## config.mk

```make
export PLATFORM = sky130hd
export DESIGN_NAME = lcd_hd44780_ctrl
export DESIGN_NICKNAME = d
export VERILOG_FILES = /design/src/rtl/lcd_hd44780_ctrl.sv
export SDC_FILE = /design/constraint.sdc
export NUM_CORES = 1
export LEC_CHECK = 0
export CELL_PAD_IN_SITES_DETAIL_PLACEMENT = 0
export CELL_PAD_IN_SITES_GLOBAL_PLACEMENT = 1
export CORE_AREA = 2 2 66 131
export CTS_BUF_LIST = sky130_fd_sc_hd__clkbuf_8
export DETAILED_ROUTE_END_ITERATION = 8
export DIE_AREA = 0 0 68 133
export DONT_BUFFER_PORTS = 1
export GPL_TIMING_DRIVEN = 0
export PLACE_DENSITY = 0.92
export SYNTH_ARGS = -nofsm -noshare
export SYNTH_HDL_FRONTEND = slang
export SYNTH_SLANG_ARGS = --single-unit
```

## constraint.sdc

```tcl
create_clock -name clk -period 3.6 [get_ports clk]
set_clock_uncertainty 0.1 [all_clocks]
set_input_delay 0.72 -clock clk [delete_from_list [all_inputs] [get_ports clk]]
set_output_delay 0.72 -clock clk [all_outputs]
set_load 0.01 [all_outputs]
```

## src/rtl/lcd_hd44780_ctrl.sv

```systemverilog
// HD44780 character LCD controller: power-up wait, init sequence, then a valid/ready op port.
// Optional macro LCD_AUTOWRAP_EN: a char in the last column is followed by a move to the next row.
module lcd_hd44780_ctrl #(
  parameter int CLK_HZ     = 50000000,
  parameter int BUS_4BIT   = 0,
  parameter int ROWS       = 2,
  parameter int COLS       = 16,
  parameter int POWERUP_US = 20000,
  parameter int EN_US      = 1,
  parameter int CMD_US     = 50,
  parameter int CLR_US     = 2000
) (
  input  logic       clk,
  input  logic       rst,
  input  logic       op_valid,
  output logic       op_ready,
  input  logic [1:0] op_code,
  input  logic [7:0] op_data,
  output logic [7:0] lcd_data,
  output logic       lcd_rs,
  output logic       lcd_en,
  output logic       lcd_rw,
  output logic       lcd_on,
  output logic       init_done,
  output logic [1:0] cur_row,
  output logic [5:0] cur_col,
  output logic [2:0] dbg_state
);

  localparam int US_RAW  = CLK_HZ / 1000000;
  localparam int US_CYC  = (US_RAW < 1) ? 1 : US_RAW;
  localparam int PWR_CYC = (POWERUP_US * US_CYC < 1) ? 1 : POWERUP_US * US_CYC;
  localparam int EN_CYC  = (EN_US * US_CYC < 1) ? 1 : EN_US * US_CYC;
  localparam int CMD_CYC = (CMD_US * US_CYC < 1) ? 1 : CMD_US * US_CYC;
  localparam int CLR_CYC = (CLR_US * US_CYC < 1) ? 1 : CLR_US * US_CYC;

  localparam logic [31:0] PWR_LAST  = 32'(PWR_CYC - 1);
  localparam logic [31:0] EN_LAST   = 32'(EN_CYC - 1);
  localparam logic [31:0] CMD_LAST  = 32'(CMD_CYC - 1);
  localparam logic [31:0] CLR_LAST  = 32'(CLR_CYC - 1);
  localparam logic [3:0]  INIT_LAST = (BUS_4BIT != 0) ? 4'd8 : 4'd6;
  localparam logic [2:0]  ROWS_L    = 3'(ROWS);
  localparam logic [5:0]  COLS_L    = 6'(COLS);
  localparam logic [1:0]  ROW_LAST  = 2'(ROWS - 1);
  localparam logic [5:0]  COL_LAST  = 6'(COLS - 1);

  typedef enum logic [2:0] {
    PWR_WAIT, INIT, IDLE, SETUP, EN_HI, EN_LO, WAIT, WRAP
  } state_t;

  // W_NOP is a single idle cycle with no bus activity (rejected set-cursor).
  typedef enum logic [1:0] {W_CMD, W_CLR, W_NOP} wsel_t;

  // What to do with the tracked cursor once the transfer's wait finishes.
  typedef enum logic [1:0] {P_NONE, P_CHAR, P_SETCUR, P_HOME} post_t;

  state_t      state_q, state_d;
  logic [31:0] cnt_q, cnt_d;
  logic [3:0]  idx_q, idx_d;
  logic [7:0]  xb_q, xb_d;
  logic        xrs_q, xrs_d;
  logic        xsingle_q, xsingle_d;
  logic        xlo_q, xlo_d;
  wsel_t       wsel_q, wsel_d;
  post_t       post_q, post_d;
  logic [1:0]  trow_q, trow_d;
  logic [5:0]  tcol_q, tcol_d;
  logic [1:0]  row_q, row_d;
  logic [5:0]  col_q, col_d;
  logic        done_q, done_d;
  logic        on_q;

  logic [8:0]  ent;
  logic [1:0]  nxt_row;
  logic        in_range;
  logic [31:0] wait_last;
  logic        in_xfer;
  logic [3:0]  nib;

  function automatic logic [6:0] row_base(input logic [1:0] r);
    case (r)
      2'd0:    row_base = 7'h00;
      2'd1:    row_base = 7'h40;
      2'd2:    row_base = 7'(COLS);
      default: row_base = 7'(64 + COLS);
    endcase
  endfunction

  // {single_nibble, byte}; single-nibble entries only exist on the 4-bit bus.
  function automatic logic [8:0] init_entry(input logic [3:0] idx);
    if (BUS_4BIT != 0) begin
      case (idx)
        4'd0, 4'd1, 4'd2: init_entry = {1'b1, 8'h30};
        4'd3:             init_entry = {1'b1, 8'h20};
        4'd4:             init_entry = {1'b0, 8'h28};
        4'd5:             init_entry = {1'b0, 8'h08};
        4'd6:             init_entry = {1'b0, 8'h01};
        4'd7:             init_entry = {1'b0, 8'h06};
        default:          init_entry = {1'b0, 8'h0C};
      endcase
    end else begin
      case (idx)
        4'd0, 4'd1, 4'd2: init_entry = {1'b0, 8'h38};
        4'd3:             init_entry = {1'b0, 8'h08};
        4'd4:             init_entry = {1'b0, 8'h01};
        4'd5:             init_entry = {1'b0, 8'h06};
        default:          init_entry = {1'b0, 8'h0C};
      endcase
    end
  endfunction

  // The high nibble of a full 4-bit byte always waits CMD; the selector applies to the final write.
  always_comb begin
    wait_last = CMD_LAST;
    if (wsel_q == W_NOP)
      wait_last = 32'd0;
    else if ((BUS_4BIT != 0) && !xsingle_q && !xlo_q)
      wait_last = CMD_LAST;
    else if (wsel_q == W_CLR)
      wait_last = CLR_LAST;
  end

  always_comb begin
    state_d   = state_q;
    cnt_d     = cnt_q + 32'd1;
    idx_d     = idx_q;
    xb_d      = xb_q;
    xrs_d     = xrs_q;
    xsingle_d = xsingle_q;
    xlo_d     = xlo_q;
    wsel_d    = wsel_q;
    post_d    = post_q;
    trow_d    = trow_q;
    tcol_d    = tcol_q;
    row_d     = row_q;
    col_d     = col_q;
    done_d    = done_q;
    ent       = init_entry(idx_q);
    nxt_row   = (row_q == ROW_LAST) ? 2'd0 : row_q + 2'd1;
    in_range  = ({1'b0, op_data[7:6]} < ROWS_L) && (op_data[5:0] < COLS_L);

    case (state_q)
      PWR_WAIT: begin
        if (cnt_q == PWR_LAST) begin
          state_d = INIT;
          cnt_d   = 32'd0;
        end
      end
      INIT: begin
        xb_d      = ent[7:0];
        xrs_d     = 1'b0;
        xsingle_d = ent[8];
        xlo_d     = 1'b0;
        wsel_d    = (ent[7:0] == 8'h01) ? W_CLR : W_CMD;
        post_d    = P_NONE;
        state_d   = SETUP;
        cnt_d     = 32'd0;
      end
      IDLE: begin
        cnt_d = 32'd0;
        if (op_valid && op_ready) begin
          xsingle_d = 1'b0;
          xlo_d     = 1'b0;
          xrs_d     = 1'b0;
          wsel_d    = W_CMD;
          post_d    = P_NONE;
          state_d   = SETUP;
          case (op_code)
            2'b00: begin
              xb_d   = op_data;
              xrs_d  = 1'b1;
              post_d = P_CHAR;
            end
            2'b01: begin
              xb_d   = {1'b1, row_base(op_data[7:6]) + {1'b0, op_data[5:0]}};
              post_d = P_SETCUR;
              trow_d = op_data[7:6];
              tcol_d = op_data[5:0];
              if (!in_range) begin
                wsel_d  = W_NOP;
                post_d  = P_NONE;
                state_d = WAIT;
              end
            end
            2'b10: begin
              xb_d   = 8'h01;
              wsel_d = W_CLR;
              post_d = P_HOME;
            end
            default: begin
              xb_d   = op_data;
              wsel_d = ((op_data == 8'h01) || (op_data == 8'h02)) ? W_CLR : W_CMD;
            end
          endcase
        end
      end
      SETUP: begin
        state_d = EN_HI;
        cnt_d   = 32'd0;
      end
      EN_HI: begin
        if (cnt_q == EN_LAST) begin
          state_d = EN_LO;
          cnt_d   = 32'd0;
        end
      end
      EN_LO: begin
        state_d = WAIT;
        cnt_d   = 32'd0;
      end
      WAIT: begin
        if (cnt_q == wait_last) begin
          cnt_d   = 32'd0;
          state_d = IDLE;
          if (wsel_q == W_NOP) begin
            state_d = IDLE;
          end else if ((BUS_4BIT != 0) && !xsingle_q && !xlo_q) begin
            xlo_d   = 1'b1;
            state_d = SETUP;
          end else if (!done_q) begin
            if (idx_q == INIT_LAST) begin
              done_d = 1'b1;
              row_d  = 2'd0;
              col_d  = 6'd0;
            end else begin
              idx_d   = idx_q + 4'd1;
              state_d = INIT;
            end
          end else begin
            case (post_q)
              P_CHAR: begin
                if (col_q == COL_LAST) begin
`ifdef LCD_AUTOWRAP_EN
                  state_d = WRAP;
`else
                  state_d = IDLE;
`endif
                end else begin
                  col_d = col_q + 6'd1;
                end
              end
              P_SETCUR: begin
                row_d = trow_q;
                col_d = tcol_q;
              end
              P_HOME: begin
                row_d = 2'd0;
                col_d = 6'd0;
              end
              default: ;
            endcase
          end
        end
      end
      WRAP: begin
        xb_d      = {1'b1, row_base(nxt_row)};
        xrs_d     = 1'b0;
        xsingle_d = 1'b0;
        xlo_d     = 1'b0;
        wsel_d    = W_CMD;
        post_d    = P_SETCUR;
        trow_d    = nxt_row;
        tcol_d    = 6'd0;
        state_d   = SETUP;
        cnt_d     = 32'd0;
      end
      default: begin
        state_d = PWR_WAIT;
        cnt_d   = 32'd0;
      end
    endcase
  end

  always_ff @(posedge clk or negedge rst) begin
    if (!rst) begin
      state_q   <= PWR_WAIT;
      cnt_q     <= 32'd0;
      idx_q     <= 4'd0;
      xb_q      <= 8'd0;
      xrs_q     <= 1'b0;
      xsingle_q <= 1'b0;
      xlo_q     <= 1'b0;
      wsel_q    <= W_CMD;
      post_q    <= P_NONE;
      trow_q    <= 2'd0;
      tcol_q    <= 6'd0;
      row_q     <= 2'd0;
      col_q     <= 6'd0;
      done_q    <= 1'b0;
      on_q      <= 1'b0;
    end else begin
      state_q   <= state_d;
      cnt_q     <= cnt_d;
      idx_q     <= idx_d;
      xb_q      <= xb_d;
      xrs_q     <= xrs_d;
      xsingle_q <= xsingle_d;
      xlo_q     <= xlo_d;
      wsel_q    <= wsel_d;
      post_q    <= post_d;
      trow_q    <= trow_d;
      tcol_q    <= tcol_d;
      row_q     <= row_d;
      col_q     <= col_d;
      done_q    <= done_d;
      on_q      <= 1'b1;
    end
  end

  // Op port: an op is taken on any cycle with op_valid && op_ready; op_ready is high only in
  // IDLE after init, so it drops the cycle after an accept, and op_* are read only on that cycle.
  assign op_ready  = (state_q == IDLE) && done_q;
  assign in_xfer   = (state_q == SETUP) || (state_q == EN_HI) || (state_q == EN_LO);
  assign nib       = xlo_q ? xb_q[3:0] : xb_q[7:4];
  assign lcd_data  = !in_xfer ? 8'h00 : ((BUS_4BIT != 0) ? {nib, 4'h0} : xb_q);
  assign lcd_rs    = in_xfer && xrs_q;
  assign lcd_en    = (state_q == EN_HI);
  assign lcd_rw    = 1'b0;
  assign lcd_on    = on_q;
  assign init_done = done_q;
  assign cur_row   = row_q;
  assign cur_col   = col_q;
  assign dbg_state = state_q;

endmodule

```

==> key figures <==
Cells and area
  – Design area: 4370 µm²
  – # fillers: 757
  – Antenna diodes: 0
  – Final core occ: 0.538
  – Nets: 492
  – Fin cells: 566
  – Layout cells sized above 1: 0.0662
  – Area grow syn2layout: 8.35%

Clock tree
  – CTS Buf Count: 9
  – Cells resized by post-CTS repair: 0
  – Max Root-Sink Buffers: 2
  – # clock sinks: 70
  – CTS H-tree depth: 3
  – CTS root buffer: clkbuf_8
  – Clk_lat worst skew: 350 ps
  – Clock transition at path regs: 70 ps
  – CTS tree: yes

Worst setup path
  – Crit path required time: 2780 ps
  – WS Path Type: register to output port
  – Crit Path Max Fanout: 10
  – CP startpoint kind: register
  – Critical Path Sink Type: output port
  – CP arrival: 2320 ps

Pwr
  – Pint: 1.12 mW
  – Sw power: 0.310 mW
  – Overall Power: 1.43 mW
  – Switching part of the total: 0.218
  – Comb pwr share: 0.027
  – Lkg Pwr: 1.89 nW
  – Maximum vdd drop: 244 µV
  – Register share of total power: 0.552
  – Clock power frac: 0.421
  – PD cells: 327 nW/µm²

Floorplanning
  – Core area: 8120 µm²
  – Die Ht: 133 µm
  – Num rows: 47
  – I/O pin cnt: 38
  – Initial core utilization: 0.496
  – Die area: 9040 µm²
  – Die W: 68 µm

Outcome
  – Status: finished clean

Global route
  – First-pass GRT wire length: 15300 µm
  – Residual overflow from global routing: 0
  – Largest net degree at the start of global routing: 71
  – GRT Total Usage: 0.223
  – Initial antenna violation count: 0
  – Vias in the first global route: 3117

Drt
  – WL/cell: 16.4 µm
  – Drt pass-1 iters: 5
  – Routed wire length: 9310 µm
  – DRC: 0
  – Post-DRT Antenna Nets: 0
  – DR vias/cell: 5.81
  – Detailed-route via count: 3287
  – Initial DRC Count: 225

STA
  – RSZ-0062 raised after global routing: false
  – Slew headroom: 0.341
  – WHS: 128 ps
  – Setup TNS: 0 ps
  – Worst setup margin: 456 ps
  – Hold Vio Cnt, Final: 0
  – Fin crit period: 3140 ps
  – Tcrit/Tclk final: 0.873
  – Final setup fails: 0
  – Pins Over Slew Limit: 0
  – F_max: 318 MHz
  – Worst-Margin Slew: 980 ps

Placed design
  – PortBufs: 0
  – Area after DPL: 4150 µm²
  – RePlAce Congestion: 0.856
  – DPL Wire Length: 6680 µm
  – Cells after DPL: 550
  – Pre-CTS WS: 676 ps

Synthesis
  – Most area-consuming cells after synthesis: dfrtp_1 43%, nor2_1 5.9%, xor2_1 4.8%
  – Post-synth EDFFs: 0
  – Post-synth ARST share: 1.00
  – Share of the synthesized area in the top cell type: 0.435
  – Synthesis warning total: 0
  – Synth unique cells: 59
  – Synth Area per Inst: 8.91 µm²
  – Count leader, synth: dfrtp_1
  – Yosys reg bits: 70
  – Mapped Area: 4030 µm²
  – Syn nets: 480
  – Post-synth top area cell: dfrtp_1
  – Ys flop type: dfrtp_1
  – Top cells by count, synth: 70 x dfrtp_1, 63 x nor2_1, 37 x nand2_1
  – Post-Syn Instances: 452
  – Sequential-to-total area share from yosys stat: 0.435

Job
  – Max-Cap Viols: 0

Min path
  – Worst hold path type: input pin to async pin
## flip-flops by register name, indices dropped and copies added (netlist names)
signal,count
init_done,1
dbg_state,3
xrs_q,1
trow_q,2
cnt_q,32
post_q,2
lcd_on,1
tcol_q,6
xb_q,8
cur_row,2
idx_q,4
cur_col,6
wsel_q,2
## worst paths after layout
check,startpoint,to,slack [ps],cells after the start
max,dbg_state[0],lcd_data[5],460,5
max in group asynchronous,rst,cnt_q[27],2950,1
max reg2reg,wsel_q[0],cnt_q[3],660,9
min reg2reg,tcol_q[1],tcol_q[1],380,2
min in group clk,tcol_q[1],tcol_q[1],380,2
min,rst,cur_col[3],130,1
## layout by cell type, fill, tap and decap left out, drive strengths merged, types with 12 or more instances in the layout
master / Yosys / final
nor2: 63 / 63
clkbuf: 10 / 23
o21ai: 31 / 31
xnor2: 15 / 15
inv: 21 / 23
nand4: 12 / 12
nor3: 18 / 18
xor2: 22 / 22
nand2: 37 / 37
dfrtp: 70 / 70
and2: 14 / 14
ha: 15 / 15
nand3: 20 / 20
a21oi: 16 / 16
and3: 13 / 13
## power groups by stage
stage | clock network, mW | registers, mW | logic (mW)
after floorplan | 0 | 0.802 | 0.0172
after global placement | 0 | 0.802 | 0.0205
after detailed placement | 0 | 0.802 | 0.0204
after CTS | 0.615 | 0.787 | 0.0400
after global routing | 0.652 | 0.787 | 0.0451
final | 0.601 | 0.787 | 0.0388
## routing by layer
metal | share of wire | up-vias | GRT usage | wire (µm)
met2 | 0.48 | 70 | 0.326 | 4440
met1 | 0.46 | 1604 | 0.314 | 4300
met4 | 0.015 | 0 | 0.0933 | 144
li1 | - | 1605 | - | -
met5 | 0 | - | 0 | 0
met3 | 0.046 | 8 | 0.0485 | 430
## cells by family (layout without fill, tap and decap cells)
logic type	after synthesis	in the layout	synth area share
AOI/OAI and AO/OA	82	82	0.126
buffers and inverters	36	52	0.0354
xor gates and xnor gates	37	37	0.0804
other	2	2	0.00186
adders and majority gates	15	15	0.0466
muxes	4	4	0.0121
DFF	70	70	0.435
and+or+nand+nor	206	206	0.262
## area by class of cell
type | instances | area, µm² | area share
well taps | 98 | 123 | 0.0281
repair buffers | 1 | 27.5 | 0.00631
plain buffers | 15 | 63.8 | 0.0146
inverters | 21 | 78.8 | 0.0181
clock inverters | 2 | 7.51 | 0.00172
multi-input cells | 346 | 2130 | 0.489
clock buffers | 13 | 179 | 0.0410
flip-flops and latches | 70 | 1750 | 0.401
## worst max-delay path: stages (launching register included)
cell	delay, ps
dfrtp_1	400
clkbuf_1	290
clkbuf_1	370
nand2_1	90
o21ai_1	540
and2_1	290
## repair_timing
| action | 4_1_cts | 5_1_grt |
|---|---|---|
| endpoints found under the hold margin | 70 | 0 |
| hold buffers | 1 | 0 |
| setup buffers | 0 | 0 |
| setup endpoints to repair | 0 | 0 |
No activity file was read; power rests on OpenSTA's default activity.
